==> src/rtl/apb_slave_regfile.sv <==
// -----------------------------------------------------------------------------
// apb_slave_regfile
//
// APB3 completer exposing NUM_REGS read/write word registers. One instance
// sits behind one bit of the requester's PSEL vector. Every transfer is
// stretched by WAIT_STATES cycles with PREADY low. The register contents are
// exported on regs_o.
//
// Optional feature macro: APB_SLV_PSLVERR_EN
//   defined     -> PSLVERR port exists and flags out-of-range accesses.
//   not defined -> no PSLVERR port. Out-of-range accesses complete silently.
//
// Ports
//   PCLK         in   APB clock. All logic runs on the rising edge.
//   PRESETn      in   asynchronous active-low reset
//   PSEL         in   this slave's select bit
//   PADDR        in   byte address, ADDR_WIDTH bits
//   PWRITE       in   1 = write, 0 = read
//   PENABLE      in   access-phase indicator
//   PWDATA       in   write data, DATA_WIDTH bits
//   PREADY       out  transfer completes on the edge where PSEL & PENABLE & PREADY
//   PRDATA       out  read data. Valid while PREADY = 1 on reads.
//   PSLVERR      out  error response (only with APB_SLV_PSLVERR_EN)
//   regs_o       out  register contents. Reg i is at [i*DATA_WIDTH +: DATA_WIDTH].
//   o_dbg_state  out  current FSM state (0 = IDLE, 1 = ACCESS)
//
// Handshake: a transfer is a setup edge (PSEL=1, PENABLE=0) that is seen in
// IDLE, followed by access cycles (PSEL=1, PENABLE=1). The transfer completes
// on the first edge where PSEL & PENABLE & PREADY. If PSEL drops at any
// ACCESS edge, the transfer is aborted and has no side effect.
// -----------------------------------------------------------------------------
`ifndef D_ADDR_WIDTH
`define D_ADDR_WIDTH 32
`endif
`ifndef D_DATA_WIDTH
`define D_DATA_WIDTH 32
`endif

module apb_slave_regfile #(
  parameter int ADDR_WIDTH  = `D_ADDR_WIDTH,
  parameter int DATA_WIDTH  = `D_DATA_WIDTH,
  parameter int NUM_REGS    = 16,
  parameter int WAIT_STATES = 2
) (
  input  logic                           PCLK,
  input  logic                           PRESETn,
  input  logic                           PSEL,
  input  logic [ADDR_WIDTH-1:0]          PADDR,
  input  logic                           PWRITE,
  input  logic                           PENABLE,
  input  logic [DATA_WIDTH-1:0]          PWDATA,
  output logic                           PREADY,
  output logic [DATA_WIDTH-1:0]          PRDATA,
`ifdef APB_SLV_PSLVERR_EN
  output logic                           PSLVERR,
`endif
  output logic [NUM_REGS*DATA_WIDTH-1:0] regs_o,
  output logic [0:0]                     o_dbg_state
);

  localparam int LSB  = $clog2(DATA_WIDTH / 8);
  localparam int IDXW = $clog2(NUM_REGS);
  localparam logic [3:0] WS4 = 4'(WAIT_STATES);

  localparam logic [0:0] S_IDLE   = 1'b0;
  localparam logic [0:0] S_ACCESS = 1'b1;

  logic [0:0]            r_state;
  logic [3:0]            r_cnt;
  logic                  r_pready;
  logic [DATA_WIDTH-1:0] r_prdata;
  logic                  r_write;
  logic [DATA_WIDTH-1:0] r_wdata;
  logic [IDXW-1:0]       r_idx;
  logic                  r_in_range;
  logic [DATA_WIDTH-1:0] r_regs [NUM_REGS];
`ifdef APB_SLV_PSLVERR_EN
  logic                  r_slverr;
`endif

  logic [IDXW-1:0]       w_idx;
  logic [ADDR_WIDTH-1:0] w_addr_hi;
  logic                  w_in_range;
  logic                  w_setup;
  logic                  w_unused_addr;

  // The byte-offset bits are ignored. The address is in range exactly when
  // every bit above the index field is zero, i.e. PADDR < NUM_REGS*bytes.
  assign w_idx         = PADDR[LSB +: IDXW];
  assign w_addr_hi     = PADDR >> (LSB + IDXW);
  assign w_in_range    = (w_addr_hi == '0);
  assign w_setup       = PSEL && !PENABLE;
  assign w_unused_addr = ^PADDR;

  always_ff @(posedge PCLK or negedge PRESETn) begin
    if (!PRESETn) begin
      r_state    <= S_IDLE;
      r_cnt      <= '0;
      r_pready   <= 1'b0;
      r_prdata   <= '0;
      r_write    <= 1'b0;
      r_wdata    <= '0;
      r_idx      <= '0;
      r_in_range <= 1'b0;
`ifdef APB_SLV_PSLVERR_EN
      r_slverr   <= 1'b0;
`endif
      for (int i = 0; i < NUM_REGS; i++) begin
        r_regs[i] <= '0;
      end
    end else begin
      case (r_state)
        S_IDLE: begin
          // PSEL & PENABLE without a preceding setup phase is ignored.
          if (w_setup) begin
            r_state    <= S_ACCESS;
            r_write    <= PWRITE;
            r_wdata    <= PWDATA;
            r_idx      <= w_idx;
            r_in_range <= w_in_range;
            r_cnt      <= WS4;
            r_pready   <= (WS4 == 4'd0);
            // Read data is captured at setup. It therefore sees a write that
            // completed on the previous edge (back-to-back write then read).
            r_prdata   <= (!PWRITE && w_in_range) ? r_regs[w_idx] : '0;
`ifdef APB_SLV_PSLVERR_EN
            r_slverr   <= (WS4 == 4'd0) ? !w_in_range : 1'b0;
`endif
          end
        end
        S_ACCESS: begin
          if (!PSEL) begin
            // Abort: leave without touching the register bank.
            r_state  <= S_IDLE;
            r_pready <= 1'b0;
            r_prdata <= '0;
`ifdef APB_SLV_PSLVERR_EN
            r_slverr <= 1'b0;
`endif
          end else if (!r_pready) begin
            // Count down the wait states. PREADY rises when the count reaches 1.
            r_cnt    <= r_cnt - 4'd1;
            r_pready <= (r_cnt == 4'd1);
`ifdef APB_SLV_PSLVERR_EN
            r_slverr <= (r_cnt == 4'd1) ? !r_in_range : 1'b0;
`endif
          end else if (PENABLE) begin
            if (r_write && r_in_range) begin
              r_regs[r_idx] <= r_wdata;
            end
            r_state  <= S_IDLE;
            r_pready <= 1'b0;
            r_prdata <= '0;
`ifdef APB_SLV_PSLVERR_EN
            r_slverr <= 1'b0;
`endif
          end
        end
        default: begin
          r_state  <= S_IDLE;
          r_pready <= 1'b0;
          r_prdata <= '0;
        end
      endcase
    end
  end

  for (genvar g = 0; g < NUM_REGS; g++) begin : g_regs_out
    assign regs_o[g*DATA_WIDTH +: DATA_WIDTH] = r_regs[g];
  end

  assign PREADY      = r_pready;
  assign PRDATA      = r_prdata;
  assign o_dbg_state = r_state;
`ifdef APB_SLV_PSLVERR_EN
  assign PSLVERR     = r_slverr;
`endif

endmodule

==> config.mk <==
export PLATFORM = sky130hd
export DESIGN_NAME = apb_slave_regfile
export DESIGN_NICKNAME = d
export VERILOG_FILES = /design/src/rtl/apb_slave_regfile.sv
export SDC_FILE = /design/constraint.sdc
export NUM_CORES = 1
export LEC_CHECK = 0
export CORE_UTILIZATION = 35
export DETAILED_ROUTE_END_ITERATION = 10
export GPL_TIMING_DRIVEN = 0
export SYNTH_ARGS = -nofsm -noshare
export SYNTH_HDL_FRONTEND = slang
export SYNTH_SLANG_ARGS = --single-unit
==> constraint.sdc <==
create_clock -name PCLK -period 1.8 [get_ports PCLK]
set_clock_uncertainty 0.05 [all_clocks]
set_input_delay 0.36 -clock PCLK [delete_from_list [all_inputs] [get_ports PCLK]]
set_output_delay 0.36 -clock PCLK [all_outputs]
set_load 0.01 [all_outputs]
== Word level (Yosys, flattened, before mapping) ==
Cells that the tools add are included.

* Bits in latches: 0
* Input bits: 69
* Memories: 0
* Logic and storage cells: 73
* Register bits: 588
* RAM bits: 0
* Output and inout bits: 546
* ROM bits: 0

* Bitwise operators: 3
* Reduce and logical (&&, ||, !) cells: 11
* Add/subtract/negate cells: 1
* Shifts and indexed selects: 0
* Order comparisons: 3
* Mux-type cells: 25
* Multipliers: 0
* Div/mod/pow operators: 0
* Eq/ne operators: 6

{| class="wikitable"
|+ Operators with widths
! cell !! count
|-
| 512-bit bitwise mux || 1
|-
| 32-bit two-way mux || 8
|-
| 32-bit binary-select mux with 4-bit select || 1
|-
| 32-bit demux with 4-bit select || 1
|-
| 32-bit case mux with 2 select lines || 1
|-
| 32-bit logical NOT || 1
|-
| 4-bit two-way mux || 3
|-
| 5-bit >= comparator (second input constant) || 2
|-
| 4-bit NOT with 5-bit output || 2
|-
| 4-bit case mux with 2 select lines || 1
|-
| 1-bit two-way mux || 7
|-
| 2-bit inequality test (second input constant) || 3
|-
| 3-bit AND reduction || 2
|-
| 5-bit by 1-bit less-than comparator with 1-bit output (second input constant) || 1
|-
| 5-bit AND reduction || 1
|-
| 4-bit by 1-bit equality test with 1-bit output (second input constant) || 1
|-
| 1-bit logical AND || 4
|-
| 1-bit case mux with 2 select lines || 2
|-
| 4-bit by 1-bit subtractor with 4-bit output (second input constant) || 1
|-
| 3-bit by 2-bit inequality test with 1-bit output (second input constant) || 1
|-
| 3-bit inequality test (second input constant) || 1
|-
| 1-bit logical NOT || 2
|-
| 2-bit AND reduction || 1
|-
| 1-bit NOT || 1
|}

== Depth between registers and ports, before layout ==
* Depth after elaboration: 7
* Mapped depth: 7
* Depth with buffers taken out: 6

== Least setup slack after synthesis ==
No wires, ideal clock.

* Path kind: reg2reg
* Start: register r_pready, in the netlist PREADY
* End: register r_regs, in the netlist regs_o[100]
* Path buffers: 2
* Cell stages (with the launch flop): 7
* Arrival time: 1774 ps
* Setup time: 125 ps
* Period minus slack after synthesis: 1949 ps
* Data required time: 1625 ps
* Slack: -149 ps
* Path through: dfrtp_1 -> buf_2 -> and2_2 -> nand2_4 -> nor4_4 -> buf_4 -> mux2_2

* Cells in the longest elaborated chain, start to end: 1

{| class="wikitable"
|+ Ends and longest elaborated chain
! element !! line !! text
|-
| from (decl) || 70 || <nowiki>logic r_pready;</nowiki>
|-
| from (signal assigned) || 122 || <nowiki>r_pready <= (WS4 == 4'd0);</nowiki>
|-
| from (signal assigned) || 143 || <nowiki>r_pready <= (r_cnt == 4'd1);</nowiki>
|-
| 5-bit AND reduction (no source line) || n/a ||
|-
| to (signal, indexed assignment) || 149 || <nowiki>r_regs[r_idx] <= r_wdata;</nowiki>
|-
| to (decl) || 76 || <nowiki>logic [DATA_WIDTH-1:0] r_regs [NUM_REGS];</nowiki>
|}

Every way passes these cells.
A chain may end at the register's enable or synchronous reset.

== Final worst setup path ==
* Start: register r_in_range
* End: register r_regs, in the netlist regs_o[310]

* Cells in the longest elaborated chain, start to end: 2

{| class="wikitable"
|+ Ends and longest elaborated chain
! element !! line !! text
|-
| from (decl) || 75 || <nowiki>logic r_in_range;</nowiki>
|-
| from (signal assigned) || 120 || <nowiki>r_in_range <= w_in_range;</nowiki>
|-
| 1-bit logical AND || 148 || <nowiki>if (r_write && r_in_range) begin</nowiki>
|-
| 5-bit AND reduction (no source line) || n/a ||
|}

Every way passes these cells.

==> qor.json <==
{
  "cts.root.buffer_cell": {"value": "sky130_fd_sc_hd__clkbuf_16"},
  "p_int": {"value": 22400, "unit": "uW"},
  "dr.first_iter.drc_count": {"value": 1326},
  "worstSetupStartpoint": {"value": "r_in_range"},
  "routed_wirelength": {"value": 123, "unit": "mm"},
  "area_growth_syn_to_layout": {"value": 61.0, "unit": "%"},
  "power_switching_share": {"value": 26.4, "unit": "%"},
  "dieWidth": {"value": 277, "unit": "microns"},
  "synth.distinct_cells": {"value": 42},
  "worstSetupStartpointType": {"value": "flip-flop"},
  "number_of_clock_buffers_inserted_by_tritoncts": {"value": 69},
  "grt_setup_unrepaired": {"value": "true"},
  "final_slew_viol_count": {"value": 0},
  "synth_top_area_share": {"value": 55.6, "unit": "%"},
  "cp_arrival": {"value": 2.54, "unit": "ns"},
  "cellPowerDensity": {"value": 712, "unit": "mW/mm^2"},
  "setup_ws_final": {"value": -0.299, "unit": "ns"},
  "final_estimated_routing_congestion_in_global_placement": {"value": 0.893},
  "violations": {"value": "negative hold slack, negative setup slack"},
  "regToRegSetupSlack": {"value": -0.30, "unit": "ns"},
  "hold_class": {"value": "input port to async pin"},
  "maxCapViolCount": {"value": 0},
  "max_fclk": {"value": 476, "unit": "MHz"},
  "placed_cell_area": {"value": 0.0340, "unit": "sq mm"},
  "grt_start_max_net_pins": {"value": 118},
  "timing.reg2reg.worst_path_depth": {"value": 7},
  "timing.critical_path.slowest_stage_cell": {"value": "sky130_fd_sc_hd__dfrtp_1"},
  "critical-path-top-cell-by-count": {"value": "sky130_fd_sc_hd__buf_12"},
  "synth-seq-area-share": {"value": 55.6, "unit": "%"},
  "register_area": {"value": 0.0147, "unit": "sq mm"},
  "cp_data_required_time": {"value": 2.24, "unit": "ns"},
  "yosys_register_bits": {"value": 588},
  "worst_r2r_startpoint": {"value": "r_in_range"},
  "synth_fp_nets": {"value": 2088},
  "dieArea": {"value": 0.0767, "unit": "sq mm"},
  "synthCells": {"value": 2017},
  "synthesis.yosys.warnings": {"value": 0},
  "first_pass_iteration_count_of_the_detailed_router": {"value": 5},
  "cts_max_level": {"value": 3},
  "grt_antenna_before_repair": {"value": 2},
  "multi_input_comb_area": {"value": 0.0135, "unit": "sq mm"},
  "max_stage_delay": {"value": 0.41, "unit": "ns"},
  "regToRegEndpoint": {"value": "regs_o[310]"},
  "start_util": {"value": 35.5, "unit": "%"},
  "ant_nets": {"value": 0},
  "p_switching": {"value": 8000, "unit": "uW"},
  "num_vias": {"value": 21200},
  "finalWorstPathRequiredPeriod": {"value": 2.10, "unit": "ns"},
  "grt_util_all_layers": {"value": 30.3, "unit": "%"},
  "filler_cell_count": {"value": 6048},
  "port_buffers": {"value": 611},
  "numPlacedInstances": {"value": 3602},
  "crit_chain": {"value": "and4_4 > nand4b_4 > nor2_4 > buf_12 > buf_12 > buf_12 > mux2_4"},
  "syn_area": {"value": 0.0265, "unit": "sq mm"},
  "power.share.sequential": {"value": 45.4, "unit": "%"},
  "rows": {"value": 100},
  "timing.critical_path.to": {"value": "regs_o[310]"},
  "post_synth_main_area_contributors": {"value": "sky130_fd_sc_hd__dfrtp_1 56%, sky130_fd_sc_hd__mux2_2 20%, sky130_fd_sc_hd__mux2i_1 9.5%"},
  "cp-end-kind": {"value": "flip-flop"},
  "comb_power_share": {"value": 7.8, "unit": "%"},
  "io-pin-count": {"value": 615},
  "tightestPinTransition": {"value": 0.889, "unit": "ns"},
  "outcome": {"value": "finished, violations left"},
  "avgSynthCellArea": {"value": 13.1, "unit": "sq um"},
  "core_area": {"value": 0.0746, "unit": "sq mm"},
  "worst_ir_drop_on_vdd": {"value": 0.560, "unit": "mV"},
  "clock_tree.buffer_depth": {"value": 3},
  "setup_viol": {"value": 544},
  "worst_hold_slack": {"value": -0.334, "unit": "ns"},
  "numClockSinks": {"value": 588},
  "grt.overflow.total": {"value": 0},
  "design.final.nets": {"value": 2899},
  "p_clk_share": {"value": 46.9, "unit": "%"},
  "wire_length_of_the_first_global_routing_pass": {"value": 167, "unit": "mm"},
  "timing.setup.critical_path_class": {"value": "flip-flop to flip-flop"},
  "clk_pin_slew_worst_paths": {"value": 0.06, "unit": "ns"},
  "vias_per_cell": {"value": 5.51},
  "stdcell_area": {"value": 0.0426, "unit": "sq mm"},
  "final_layout_size_suffix_gt1_share": {"value": 34.1, "unit": "%"},
  "tritoncts": {"value": "built"},
  "chipHeight": {"value": 277, "unit": "microns"},
  "finalCritPeriodShare": {"value": 117, "unit": "%"},
  "avg_wl_per_cell": {"value": 31.9, "unit": "microns"},
  "clock_latency_reported_for_the_late_side_of_the_worst_skew_pair": {"value": 0.62, "unit": "ns"},
  "final-hold-violation-count": {"value": 66},
  "final-instance-count-excl-fill": {"value": 3849},
  "post_synthesis_cell_type_with_the_largest_combined_area": {"value": "sky130_fd_sc_hd__dfrtp_1"},
  "via_count_of_the_first_global_routing_pass": {"value": 22000},
  "max_fanout_on_critical_path": {"value": 5},
  "slew_headroom": {"value": 40.7, "unit": "%"},
  "final_core_utilization": {"value": 57.1, "unit": "%"},
  "static_power_due_to_leakage": {"value": 0.0270, "unit": "uW"},
  "drc_errors": {"value": 0},
  "post-dp-hpwl": {"value": 80.2, "unit": "mm"}
}
## cells by family after synthesis
logic type	share of synthesized area, %
buffers and inverters	2.98
XOR/XNOR	0.0331
adder cells (fa/ha/maj)	0.0945
flip-flops	55.6
multiplexers	31.5
AO/OA/AOI/OAI	3.37
AND/OR/NAND/NOR	6.40
## stage by stage
stage | power [uW] | setup TNS [ns] | worst slack, ns
2_1_floorplan | 14800 | 0 | 0.00534
3_3_place_gp | 15900 | - | -25.63
3_5_place_dp | 16000 | -611.56 | -2.29
4_1_cts | 30400 | -165.72 | -0.251
5_1_grt | 31200 | -126.94 | -0.335
6_report | 30400 | -103.40 | -0.299
## metal layers
metal  global-route usage (%)  vias up  wire [microns]
li1                         -     8851               -
met1                     37.1    11200           49000
met2                     50.9      916           59400
met3                     7.53      272            8510
met4                     12.0        2            5700
met5                        0        -               9
## power groups by stage
stage,Sequential (uW),Combinational (uW),Clock (uW)
2_1_floorplan,13800,928,0
3_3_place_gp,14000,1910,0
3_5_place_dp,13900,2060,0
4_1_cts,13700,2230,14400
5_1_grt,13800,2490,14900
6_report,13800,2360,14200
## registers in the layout, summed over array words and instances (netlist names), 4 cells and up
| register | count |
|---|---|
| PRDATA | 32 |
| r_cnt | 4 |
| regs_o | 512 |
| r_wdata | 32 |
| r_idx | 4 |
## cell usage after synthesis
library cell / instances
sky130_fd_sc_hd__o2bb2ai_1: 1
sky130_fd_sc_hd__nand3_1: 2
sky130_fd_sc_hd__and2_2: 1
sky130_fd_sc_hd__or2_1: 1
sky130_fd_sc_hd__mux2_2: 471
sky130_fd_sc_hd__inv_1: 6
sky130_fd_sc_hd__buf_1: 6
sky130_fd_sc_hd__nand2b_1: 8
sky130_fd_sc_hd__nand2_4: 1
sky130_fd_sc_hd__nor3_2: 1
sky130_fd_sc_hd__clkbuf_1: 72
sky130_fd_sc_hd__o31ai_1: 33
sky130_fd_sc_hd__a21oi_1: 2
sky130_fd_sc_hd__nor4_4: 1
sky130_fd_sc_hd__nor4_1: 35
sky130_fd_sc_hd__nor2_1: 98
sky130_fd_sc_hd__a22oi_1: 1
sky130_fd_sc_hd__and4_4: 1
sky130_fd_sc_hd__dfrtp_1: 588
sky130_fd_sc_hd__or3_1: 1
sky130_fd_sc_hd__ha_1: 2
sky130_fd_sc_hd__nor2_2: 9
sky130_fd_sc_hd__mux2_1: 42
sky130_fd_sc_hd__xnor2_1: 1
sky130_fd_sc_hd__nor3_4: 5
sky130_fd_sc_hd__or4bb_1: 1
sky130_fd_sc_hd__buf_4: 29
sky130_fd_sc_hd__mux2i_1: 252
sky130_fd_sc_hd__o22ai_1: 63
sky130_fd_sc_hd__nand3_2: 1
sky130_fd_sc_hd__or4_1: 3
sky130_fd_sc_hd__o21ai_0: 37
sky130_fd_sc_hd__nand4b_4: 2
sky130_fd_sc_hd__nor3_1: 34
sky130_fd_sc_hd__mux4_2: 2
sky130_fd_sc_hd__nor3b_2: 1
sky130_fd_sc_hd__a22o_1: 2
sky130_fd_sc_hd__a21bo_2: 1
sky130_fd_sc_hd__and4_1: 1
sky130_fd_sc_hd__nand2_1: 147
sky130_fd_sc_hd__buf_2: 51
sky130_fd_sc_hd__a32o_1: 1
## worst min-delay path by stage
stage                    start          end  slack [ns]  cells after the start
CTS                    PRESETn  regs_o[498]       -0.34                      1
floorplan              PRESETn    PRDATA[0]        0.01                      0
global route           PRESETn  regs_o[498]       -0.31                      1
finish                 PRESETn  regs_o[498]       -0.33                      1
global placement    PRDATA[29]   PRDATA[29]        0.41                      2
detailed placement     PRESETn  regs_o[498]        0.32                      1
## worst max-delay path: cells and delay by family (launching register included)
family | cells | cell delay [ns]
flip-flops | 1 | 0.41
buffers and inverters | 3 | 0.37
AND/OR/NAND/NOR | 3 | 0.82
multiplexers | 1 | 0.30
## area by class of cell
cell class / count / share of cell area [%]
timing repair buffer: 754 / 22.1
antenna: 1 / 0.00587
sequential: 588 / 34.6
clock buffer: 100 / 4.70
clock inverter: 22 / 0.658
buffer: 144 / 3.45
tap: 969 / 2.85
inverter: 6 / 0.0529
multi-input combinational: 1265 / 31.6
## cell usage in the layout, fill, tap and decap left out, types with 35 or more instances in the layout
cell type / instances
sky130_fd_sc_hd__dfrtp_1: 583
sky130_fd_sc_hd__mux2i_1: 252
sky130_fd_sc_hd__nor2_1: 98
sky130_fd_sc_hd__o22ai_1: 63
sky130_fd_sc_hd__dlymetal6s2s_1: 413
sky130_fd_sc_hd__o21ai_0: 37
sky130_fd_sc_hd__mux2_4: 452
sky130_fd_sc_hd__mux2_2: 50
sky130_fd_sc_hd__dlygate4sd2_1: 86
sky130_fd_sc_hd__clkbuf_2: 35
sky130_fd_sc_hd__buf_12: 85
sky130_fd_sc_hd__buf_4: 35
sky130_fd_sc_hd__buf_6: 51
sky130_fd_sc_hd__clkbuf_1: 52
sky130_fd_sc_hd__clkbuf_16: 85
sky130_fd_sc_hd__nand2_1: 144
sky130_fd_sc_hd__clkdlybuf4s50_1: 61
## timing repair
item | in CTS | in global routing
pin swaps | 60 | 18
hold endpoints to repair | 66 | 66
buffers inserted | 78 | 37
resized for setup | 684 | 873
cloned | 29 | 15
endpoints found under the setup margin | 1130 | 1012
(Power assumes the default switching activity.)
